===== config.mk =====
export PLATFORM = sky130hd
export DESIGN_NAME = hus_mixout_flat
export DESIGN_NICKNAME = d
export VERILOG_FILES = /design/src/rtl/hus_pkg.sv /design/src/rtl/hus_mixout_if.sv /design/src/rtl/hus_dac_ser.sv /design/src/rtl/hus_mixout.sv /design/src/flat_wrapper.sv
export SDC_FILE = /design/constraint.sdc
export NUM_CORES = 1
export LEC_CHECK = 0
export CELL_PAD_IN_SITES_DETAIL_PLACEMENT = 1
export CELL_PAD_IN_SITES_GLOBAL_PLACEMENT = 2
export CORE_MARGIN = 2
export CORE_UTILIZATION = 42
export DETAILED_ROUTE_END_ITERATION = 7
export PLACE_DENSITY_LB_ADDON = 0.1
export SLEW_MARGIN = 20
export SYNTH_ARGS = -nofsm -noshare
export SYNTH_HDL_FRONTEND = slang
export SYNTH_SLANG_ARGS = --single-unit

===== constraint.sdc =====
create_clock -name clk -period 13 [get_ports clk]
set_clock_uncertainty 0.15 [all_clocks]
set_input_delay 1.95 -clock clk [delete_from_list [all_inputs] [get_ports clk]]
set_output_delay 1.95 -clock clk [all_outputs]
set_load 0.05 [all_outputs]

===== src/rtl/hus_pkg.sv =====
// Shared types, defaults and saturation helpers for the HUS mixer output stage.
package hus_pkg;

    localparam int SMP_W_DEF    = 16;
    localparam int VOL_W_DEF    = 6;
    localparam int ACC_W_DEF    = 28;
    localparam int SHIFT_DEF    = 6;
    localparam int BCLK_DIV_DEF = 8;

    typedef enum logic [1:0] {
        ST_IDLE  = 2'd0,
        ST_RUN   = 2'd1,
        ST_RIGHT = 2'd2,
        ST_LATCH = 2'd3
    } mix_state_e;

    function automatic logic signed [15:0] sat16(input logic signed [31:0] v);
        if (v > 32'sd32767)
            return 16'sh7FFF;
        else if (v < -32'sd32768)
            return 16'sh8000;
        else
            return v[15:0];
    endfunction

    function automatic logic sat16_hit(input logic signed [31:0] v);
        return (v > 32'sd32767) || (v < -32'sd32768);
    endfunction

endpackage


===== src/rtl/hus_mixout_if.sv =====
// Channel handshake from the HUS mixer MATH phase into hus_mixout.
interface hus_mixout_if #(
    parameter int SMP_W = hus_pkg::SMP_W_DEF,
    parameter int VOL_W = hus_pkg::VOL_W_DEF
);
    logic                    in_vld;
    logic                    in_rdy;
    logic                    in_last;
    logic signed [SMP_W-1:0] in_smp;
    logic [VOL_W-1:0]        in_vol_l;
    logic [VOL_W-1:0]        in_vol_r;

    modport master (output in_vld, output in_last, output in_smp,
                    output in_vol_l, output in_vol_r, input in_rdy);
    modport slave  (input in_vld, input in_last, input in_smp,
                    input in_vol_l, input in_vol_r, output in_rdy);
endinterface


===== src/rtl/hus_dac_ser.sv =====
// Stereo DAC serializer: on each audio strobe shifts {left,right} out MSB first, 32 bclk periods.
module hus_dac_ser #(
    parameter int BCLK_DIV = hus_pkg::BCLK_DIV_DEF
) (
    input  logic        clk,
    input  logic        reset,
    input  logic        au_stb,
    input  logic [15:0] load_l,
    input  logic [15:0] load_r,
    output logic        dac_bclk,
    output logic        dac_lrck,
    output logic        dac_sdata
);
    localparam int BSH   = $clog2(BCLK_DIV);
    // 32 bits x 2 half-periods x BCLK_DIV clocks; the top 5 bits are the bit index
    localparam int CNT_W = BSH + 6;

    logic [CNT_W-1:0] cnt_q, cnt_d;
    logic             act_q, act_d;
    logic [31:0]      shr_q, shr_d;
    logic [4:0]       bit_idx;

    always_comb begin
        cnt_d = cnt_q;
        act_d = act_q;
        shr_d = shr_q;
        if (au_stb) begin
            cnt_d = '0;
            act_d = 1'b1;
            shr_d = {load_l, load_r};
        end else if (act_q) begin
            cnt_d = cnt_q + 1'b1;
            if (&cnt_q)
                act_d = 1'b0;
        end
    end

    always_ff @(posedge clk) begin
        if (reset) begin
            cnt_q <= '0;
            act_q <= 1'b0;
            shr_q <= '0;
        end else begin
            cnt_q <= cnt_d;
            act_q <= act_d;
            shr_q <= shr_d;
        end
    end

    assign bit_idx   = cnt_q[CNT_W-1 -: 5];
    assign dac_bclk  = act_q & cnt_q[BSH];
    assign dac_lrck  = ~act_q | ~bit_idx[4];
    assign dac_sdata = act_q & shr_q[5'd31 - bit_idx];

endmodule


===== src/rtl/hus_mixout.sv =====
// HUS mixer output stage: accumulates L/R over a frame, saturates, latches and serializes to the DAC.
// Optional sticky clip flag enabled by defining HUS_MIXOUT_CLIP_EN.
module hus_mixout
    import hus_pkg::*;
#(
    parameter int SMP_W    = SMP_W_DEF,
    parameter int VOL_W    = VOL_W_DEF,
    parameter int ACC_W    = ACC_W_DEF,
    parameter int SHIFT    = SHIFT_DEF,
    parameter int BCLK_DIV = BCLK_DIV_DEF
) (
    input  logic         clk,
    input  logic         reset,
    input  logic         au_stb,
    input  logic         frame_start,
    hus_mixout_if.slave  in_if,
    output logic         frame_done,
    output logic         dac_bclk,
    output logic         dac_lrck,
    output logic         dac_sdata,
    output logic         clip
);
    localparam int PROD_W = SMP_W + VOL_W + 1;

    mix_state_e              state_q, state_d;
    logic                    in_rdy_q, in_rdy_d;
    logic                    frame_done_q, frame_done_d;
    logic signed [ACC_W-1:0] acc_l_q, acc_l_d, acc_r_q, acc_r_d;
    logic signed [SMP_W-1:0] smp_q, smp_d;
    logic [VOL_W-1:0]        vol_r_q, vol_r_d;
    logic                    last_q, last_d;
    logic signed [15:0]      out_l_q, out_l_d, out_r_q, out_r_d;

    logic signed [SMP_W-1:0]  mul_smp;
    logic [VOL_W-1:0]         mul_vol;
    logic signed [PROD_W-1:0] prod;
    logic signed [ACC_W-1:0]  prod_ext;
    logic signed [ACC_W-1:0]  sh_l, sh_r;
    logic signed [31:0]       wide_l, wide_r;
    logic                     accept;

    // One multiplier: left product in ST_RUN from the bus, right product in ST_RIGHT from the capture
    always_comb begin
        if (state_q == ST_RUN) begin
            mul_smp = in_if.in_smp;
            mul_vol = in_if.in_vol_l;
        end else begin
            mul_smp = smp_q;
            mul_vol = vol_r_q;
        end
        prod     = mul_smp * $signed({1'b0, mul_vol});
        prod_ext = ACC_W'(prod);
        sh_l     = acc_l_q >>> SHIFT;
        sh_r     = acc_r_q >>> SHIFT;
        wide_l   = 32'(sh_l);
        wide_r   = 32'(sh_r);
    end

    assign accept = (state_q == ST_RUN) && in_rdy_q && in_if.in_vld;

`ifdef HUS_MIXOUT_CLIP_EN
    logic clip_q, clip_d;
`endif

    always_comb begin
        state_d      = state_q;
        in_rdy_d     = in_rdy_q;
        frame_done_d = 1'b0;
        acc_l_d      = acc_l_q;
        acc_r_d      = acc_r_q;
        smp_d        = smp_q;
        vol_r_d      = vol_r_q;
        last_d       = last_q;
        out_l_d      = out_l_q;
        out_r_d      = out_r_q;
`ifdef HUS_MIXOUT_CLIP_EN
        clip_d       = clip_q;
`endif
        case (state_q)
            ST_IDLE: in_rdy_d = 1'b0;
            ST_RUN: begin
                if (accept) begin
                    acc_l_d  = acc_l_q + prod_ext;
                    smp_d    = in_if.in_smp;
                    vol_r_d  = in_if.in_vol_r;
                    last_d   = in_if.in_last;
                    state_d  = ST_RIGHT;
                    in_rdy_d = 1'b0;
                end
            end
            ST_RIGHT: begin
                acc_r_d  = acc_r_q + prod_ext;
                state_d  = last_q ? ST_LATCH : ST_RUN;
                in_rdy_d = ~last_q;
            end
            ST_LATCH: begin
                out_l_d      = sat16(wide_l);
                out_r_d      = sat16(wide_r);
                frame_done_d = 1'b1;
                state_d      = ST_IDLE;
                in_rdy_d     = 1'b0;
`ifdef HUS_MIXOUT_CLIP_EN
                clip_d = clip_q | sat16_hit(wide_l) | sat16_hit(wide_r);
`endif
            end
            default: begin
                state_d  = ST_IDLE;
                in_rdy_d = 1'b0;
            end
        endcase
        // A new frame wins over everything, including a pending latch
        if (frame_start) begin
            acc_l_d      = '0;
            acc_r_d      = '0;
            state_d      = ST_RUN;
            in_rdy_d     = 1'b1;
            frame_done_d = 1'b0;
            out_l_d      = out_l_q;
            out_r_d      = out_r_q;
`ifdef HUS_MIXOUT_CLIP_EN
            clip_d       = clip_q;
`endif
        end
    end

    always_ff @(posedge clk) begin
        if (reset) begin
            state_q      <= ST_IDLE;
            in_rdy_q     <= 1'b0;
            frame_done_q <= 1'b0;
            acc_l_q      <= '0;
            acc_r_q      <= '0;
            smp_q        <= '0;
            vol_r_q      <= '0;
            last_q       <= 1'b0;
            out_l_q      <= '0;
            out_r_q      <= '0;
        end else begin
            state_q      <= state_d;
            in_rdy_q     <= in_rdy_d;
            frame_done_q <= frame_done_d;
            acc_l_q      <= acc_l_d;
            acc_r_q      <= acc_r_d;
            smp_q        <= smp_d;
            vol_r_q      <= vol_r_d;
            last_q       <= last_d;
            out_l_q      <= out_l_d;
            out_r_q      <= out_r_d;
        end
    end

`ifdef HUS_MIXOUT_CLIP_EN
    always_ff @(posedge clk) begin
        if (reset) clip_q <= 1'b0;
        else       clip_q <= clip_d;
    end
    assign clip = clip_q;
`else
    assign clip = 1'b0;
`endif

    assign in_if.in_rdy = in_rdy_q;
    assign frame_done   = frame_done_q;

    hus_dac_ser #(.BCLK_DIV(BCLK_DIV)) u_ser (
        .clk       (clk),
        .reset     (reset),
        .au_stb    (au_stb),
        .load_l    (out_l_q),
        .load_r    (out_r_q),
        .dac_bclk  (dac_bclk),
        .dac_lrck  (dac_lrck),
        .dac_sdata (dac_sdata)
    );

endmodule


===== src/flat_wrapper.sv =====
// flat-port wrapper written by rule: the top's interface ports become plain ports
module hus_mixout_flat import hus_pkg::*;
#(
    parameter int SMP_W    = SMP_W_DEF,
    parameter int VOL_W    = VOL_W_DEF,
    parameter int ACC_W    = ACC_W_DEF,
    parameter int SHIFT    = SHIFT_DEF,
    parameter int BCLK_DIV = BCLK_DIV_DEF
)
  (clk, reset, au_stb, frame_start, frame_done, dac_bclk, dac_lrck, dac_sdata, clip, in_if_in_vld, in_if_in_last, in_if_in_smp, in_if_in_vol_l, in_if_in_vol_r, in_if_in_rdy);
  hus_mixout_if #(.SMP_W(SMP_W), .VOL_W(VOL_W)) in_if_i ();
  input  logic clk;
  input  logic reset;
  input  logic au_stb;
  input  logic frame_start;
  output logic frame_done;
  output logic dac_bclk;
  output logic dac_lrck;
  output logic dac_sdata;
  output logic clip;
  input wire logic [$bits(in_if_i.in_vld)-1:0] in_if_in_vld;
  input wire logic [$bits(in_if_i.in_last)-1:0] in_if_in_last;
  input wire logic [$bits(in_if_i.in_smp)-1:0] in_if_in_smp;
  input wire logic [$bits(in_if_i.in_vol_l)-1:0] in_if_in_vol_l;
  input wire logic [$bits(in_if_i.in_vol_r)-1:0] in_if_in_vol_r;
  output wire logic [$bits(in_if_i.in_rdy)-1:0] in_if_in_rdy;
  assign in_if_i.in_vld = in_if_in_vld;
  assign in_if_i.in_last = in_if_in_last;
  assign in_if_i.in_smp = in_if_in_smp;
  assign in_if_i.in_vol_l = in_if_in_vol_l;
  assign in_if_i.in_vol_r = in_if_in_vol_r;
  assign in_if_in_rdy = in_if_i.in_rdy;
  hus_mixout #(.SMP_W(SMP_W), .VOL_W(VOL_W), .ACC_W(ACC_W), .SHIFT(SHIFT), .BCLK_DIV(BCLK_DIV)) u_core (.clk(clk), .reset(reset), .au_stb(au_stb), .frame_start(frame_start), .in_if(in_if_i), .frame_done(frame_done), .dac_bclk(dac_bclk), .dac_lrck(dac_lrck), .dac_sdata(dac_sdata), .clip(clip));
endmodule

Word-level counts from Yosys, hierarchy flattened
Index checks and enable logic that the tools add are counted.
{"block": "op_classes", "n_eq_ne": 5, "bitwise": 7, "multipliers": 1, "n_reduce_logical": 13, "order_cmp": 5, "mux": 19, "addsub": 4}
{"operator": "16-bit two-way mux", "count": 5}
{"operator": "28-bit by 23-bit adder with 28-bit output", "count": 2}
{"operator": "22-bit by 16-bit greater-than comparator with 1-bit output (second input constant)", "count": 2}
{"operator": "22-bit by 16-bit < comparator with 1-bit output (second input constant)", "count": 2}
{"operator": "16-bit by 7-bit multiplier with 23-bit output", "count": 1}
{"operator": "9-bit by 1-bit adder with 9-bit output (second input constant)", "count": 1}
{"operator": "9-bit AND reduction", "count": 1}
{"operator": "1-bit two-way mux", "count": 8}
{"operator": "2-bit AND reduction", "count": 4}
{"operator": "5-bit by 6-bit < comparator with 1-bit output (second input constant)", "count": 1}
{"operator": "6-bit two-way mux", "count": 1}
{"operator": "2-bit case mux with 3 select lines", "count": 1}
{"operator": "2-bit OR reduction", "count": 3}
{"operator": "1-bit binary-select mux with 5-bit select", "count": 1}
{"operator": "5-bit subtractor (first input constant)", "count": 1}
{"operator": "2-bit == test (second input constant)", "count": 2}
{"operator": "2-bit two-way mux", "count": 2}
{"operator": "1-bit inverter", "count": 4}
{"operator": "4-bit nonzero test", "count": 1}
{"operator": "3-bit by 2-bit != test with 1-bit output (second input constant)", "count": 1}
{"operator": "1-bit case mux with 3 select lines", "count": 1}
{"operator": "3-bit nonzero test", "count": 1}
{"operator": "1-bit AND", "count": 2}
{"operator": "2-bit by 1-bit == test with 1-bit output (second input constant)", "count": 1}
{"operator": "other kinds (4)", "count": 5}
{"block": "word_totals", "output_inout_bits": 6, "elab_cells": 68, "ff_bits": 157, "in_bits": 34}

Longest topological paths before layout
{"block": "logic_depth", "ltp_word": 6, "ltp_mapped": 33, "mapped_depth_nobuf": 30}

Modules after synthesis
A second synthesis with hierarchy kept.
{"block": "unflattened", "hier_cells": 1450, "hier_area_um2": 12054.1}
{"module": "hus_mixout", "cells_per_inst": 1281, "instances": 1, "area_per_inst_um2": 10222.3, "seq_area_each_um2": 2302.2}
{"module": "hus_dac_ser", "cells_per_inst": 169, "instances": 1, "area_per_inst_um2": 1831.8, "seq_area_each_um2": 840.8}

Worst setup path before layout
No wires, ideal clock.
{"block": "synth_timing", "path_kind": "input to register", "from": "input in_if_in_vol_l[3]", "to": "register u_core.acc_l_q[27]", "arrival_ns": 8.579, "path_stages": 28, "setup_time_ns": 0.070, "required_ns": 12.780, "path_slack_ns": 4.201, "n_path_buf": 1, "path_cell_list": "mux2i_1 clkbuf_1 nor2_1 fa_1 fa_1 fa_1 inv_1 fa_1 inv_1 ha_1 and3_1 and3_1 a21oi_1 o2111ai_1 and3_1 o21a_1 nor2_1 xnor2_1 ha_1 nand2_1 nor2_1 or4_1 a211o_1 o21ai_0 o21ai_0 xnor2_1 or3_1 a21oi_1"}
{"block": "synth_via", "elab_chain_len": 3}
{"item": "start, declared", "line": "flat_wrapper.sv:24", "text": "input wire logic [$bits(in_if_i.in_vol_l)-1:0] in_if_in_vol_l;"}
{"item": "6-bit two-way mux", "line": "hus_mixout.sv:44", "text": "if (state_q == ST_RUN) begin"}
{"item": "16-bit by 7-bit multiplier with 23-bit output", "line": "hus_mixout.sv:51", "text": "prod = mul_smp * $signed({1'b0, mul_vol});"}
{"item": "28-bit by 23-bit adder with 28-bit output", "line": "hus_mixout.sv:83", "text": "acc_l_d = acc_l_q + prod_ext;"}
{"item": "end signal, assigned", "line": "hus_mixout.sv:142", "text": "acc_l_q <= acc_l_d;"}
{"item": "end, declared", "line": "hus_mixout.sv:28", "text": "logic signed [ACC_W-1:0] acc_l_q, acc_l_d, acc_r_q, acc_r_d;"}
Every way passes these cells.
A chain may end at the register's enable or synchronous reset.

Worst setup path after layout
{"block": "layout_timing", "from": "input in_if_in_vol_l[5]", "to": "register u_core.acc_l_q[27]"}
Same word-level chain as after synthesis.

==> results.yml <==
floorplanning:
  initial_core_util: 0.4241
  die_x_um: 173.5
  die_area_mm2: 0.03012
  row_count: 62
  ios: 40
  die_h_um: 173.5
  core_area_mm2: 0.02847
cts:
  cts_root_buf: "clkbuf_16"
  cts_tree: "yes"
  cts_resized: 0
  clkTransAtPathRegs_ns: 0.07
  cts_inserted_buffers: 17
  clock-sinks: 157
  cts_max_level: 4
  cts_hold_buf: 0
  post_cts_buffers: 0
  clk_latency_ns: 0.45
  cts_buffer_depth: 2
hold_path:
  min_path_type: "flop to flop"
  hp-start: "u_core.out_r_q[1]"
yosys:
  synth_edf_count: 0
  synth_area_mm2: 0.01207
  avgSynthCellArea_um2: 8.292
  syn_inst: 1456
  synthSimpleGateAreaFrac: 0.1768
  synthFlopType: "dfxtp_1"
  synth_xor_area_frac: 0.04705
  syn-num-nets: 1663
  synth_fa_ha_area_frac: 0.2222
  muxShareOfSynthArea: 0.06819
  synth_top_family_by_area: "adder cells"
  ys_warn_count: 0
  synth-seq-area-share: 0.2603
  ys_seq_elements: 157
  synth_cell_types: 66
  synth_compound_area_frac: 0.1719
  async_flop_share: 0
timing:
  period_minus_slack_ns: 9.512
  rsz0062_at_grt: "false"
  hold_violations: 0
  final_max_slew_viol_count: 0
  finalSetupViolCount: 0
  slew_headroom: 0.3084
  worst_pin_slew_ns: 1.037
  tns_ns: 0
  fmax_mhz: 105.1
  finalCritPeriodShare: 0.7317
status:
  outcome: "finished clean"
critical_path:
  path_max_fanout: 16
  reg2reg_from: "u_core.state_q[0]"
  crit_arrival_ns: 9.73
  crit_top_cell: "inv_1"
  end_kind: "flop"
  startpoint: "in_if_in_vol_l[5]"
  cpPeakStageDelay_ns: 0.78
  critPathKind: "primary input to flop"
  startpoint_type: "primary input"
  cp.required_ns: 13.21
  cpMaxStageDelayCell: "mux2i_2"
global_route:
  grt_pass1_wl_um: 54620
  grt_overflow: 0
  grt_pass1_vias: 10620
  grt_max_degree: 71
  grt_usage: 0.2225
  grt_antenna_before_repair: 1
detailed_routing:
  routed_via_density: 5.369
  wl_per_cell_um: 17.46
  drt_iter0_markers: 341
  vias: 9964
  firstDrtPassIters: 4
  drt-total-wl_um: 32400
  ant_nets: 0
  drc: 0
power_and_ir_drop:
  sw_frac_of_total: 0.2982
  p_leak_nw: 5.912
  clockPowerShare: 0.421
  p_comb_frac: 0.175
  seqPwrFrac: 0.404
  internal_power_uw: 843.7
  switching_power_uw: 358.5
  peakVddDrop_mv: 0.08319
  p_per_area_mw_per_mm2: 90.03
layout:
  seqCellArea_mm2: 0.003143
  syn_to_final_growth_pct: 10.61
  fin_nets: 1666
  drive_above_1_share: 0.05978
  fin_util: 0.4691
  fill_cells: 3429
  multi_input_area_mm2: 0.008307
  n_antenna_cell: 0
place:
  routabilityCongestion: 0.8163
  io_buffers: 38
  dp_hpwl_um: 24500
job:
  drv_cap: 0
-- power by group through the flow --
stage          clock network (mW)  logic [mW]  registers (mW)
4_1_cts                     0.520       0.212           0.486
3_5_place_dp                    0       0.211           0.497
5_1_grt                     0.535       0.238           0.486
2_1_floorplan                   0       0.153           0.496
6_report                    0.506       0.211           0.486
3_3_place_gp                    0       0.205           0.497
-- critical path, delay by kind of cell --
kind	cells	cell delay, ns
AO/OA/AOI/OAI	9	1.82
XOR/XNOR	2	0.54
adder cells (fa/ha/maj)	6	2.57
buffers and inverters	5	0.66
multiplexers	1	0.78
AND/OR/NAND/NOR	7	1.37
-- path summary, 6_finish.rpt --
path	end	slack [ns]	depth (start not counted)
worst max-delay path	u_core.acc_l_q[27]	3.49	30
worst min-delay path	u_core.out_r_q[1]	0.30	2
worst max register to register	u_core.acc_l_q[27]	4.04	30
worst min register to register	u_core.out_r_q[1]	0.30	2
-- stage by stage --
stage               cell area (µm²)  hold WS, ns  power [mW]  worst slack [ns]  cells
global route                  13350       0.3257       1.259             2.901   1856
finish                        13350       0.3038       1.202             3.488   1856
global placement              12770       0.2904      0.7013             3.360   1824
detailed placement            12770       0.2985      0.7074             3.120   1824
floorplan                     12070       0.2816      0.6496             4.201   1456
CTS                           13350       0.3068       1.218             3.547   1856
-- cells in the mapped netlist, types with 22 or more instances --
| master | n | area share |
|---|---|---|
| nand3_1 | 22 | 0.0091 |
| o21ai_0 | 59 | 0.024 |
| a21oi_1 | 150 | 0.062 |
| nand2_1 | 182 | 0.057 |
| fa_1 | 69 | 0.11 |
| clkbuf_1 | 55 | 0.017 |
| inv_1 | 103 | 0.032 |
| a21o_1 | 37 | 0.023 |
| nor2_1 | 171 | 0.053 |
| mux2i_1 | 57 | 0.047 |
| ha_1 | 104 | 0.11 |
| dfxtp_1 | 157 | 0.26 |
| xnor2_1 | 45 | 0.033 |
-- placed cells by master, fill, tap and decap left out, types with 9 or more instances in the layout --
cell and instances:
a211oi_1 12, a21o_1 37, a21oi_1 150, and3_1 11
buf_4 11, clkbuf_16 17, clkdlybuf4s50_1 36, dfxtp_1 157
fa_1 69, ha_1 104, inv_1 103, mux2i_1 56
mux4_2 10, nand2_1 182, nand3_1 21, nand4_1 12
nor2_1 171, nor2b_1 10, nor3_1 14, o211ai_1 9
o21a_1 12, o21ai_0 59, o21bai_1 10, or2_2 20
or3_1 11, xnor2_1 45, xor2_1 18
-- logic make-up (layout without fill, tap and decap cells) --
kind of cell             count (synthesis)  count (layout)
AND/OR/NAND/NOR                        485             485
AO/OA/AOI/OAI                          339             339
adder cells (fa/ha/maj)                173             173
buffers and inverters                  168             184
flip-flops                             157             157
multiplexers                            69              69
XOR/XNOR                                64              64
other                                    1               1
-- registers in the layout (all words and copies together), names as in the netlist, 2 cells and up --
| signal | flops |
|---|---|
| u_core.acc_l_q | 28 |
| u_core.acc_r_q | 28 |
| u_core.out_l_q | 16 |
| u_core.out_r_q | 16 |
| u_core.smp_q | 16 |
| u_core.state_q | 2 |
| u_core.u_ser.cnt_q | 9 |
| u_core.u_ser.shr_q | 32 |
| u_core.vol_r_q | 6 |
-- metal layers --
layer	track usage	share of wire	routed length, µm	up-vias
met1	0.2977	0.49	16040	4878
met4	0.04449	0.0094	306	0
met3	0.03311	0.015	477	20
li1	-	-	-	4992
met5	0	0	0	-
met2	0.3830	0.48	15580	74
-- cell type report --
class	instances	share of cell area
clock buffers	20	0.03420
clock inverters	12	0.009557
inverters	103	0.02895
multi-input cells	1131	0.6220
flip-flops and latches	157	0.2354
well taps	384	0.03598
repair buffers	49	0.03392
Power figures use the tool's default switching activity.
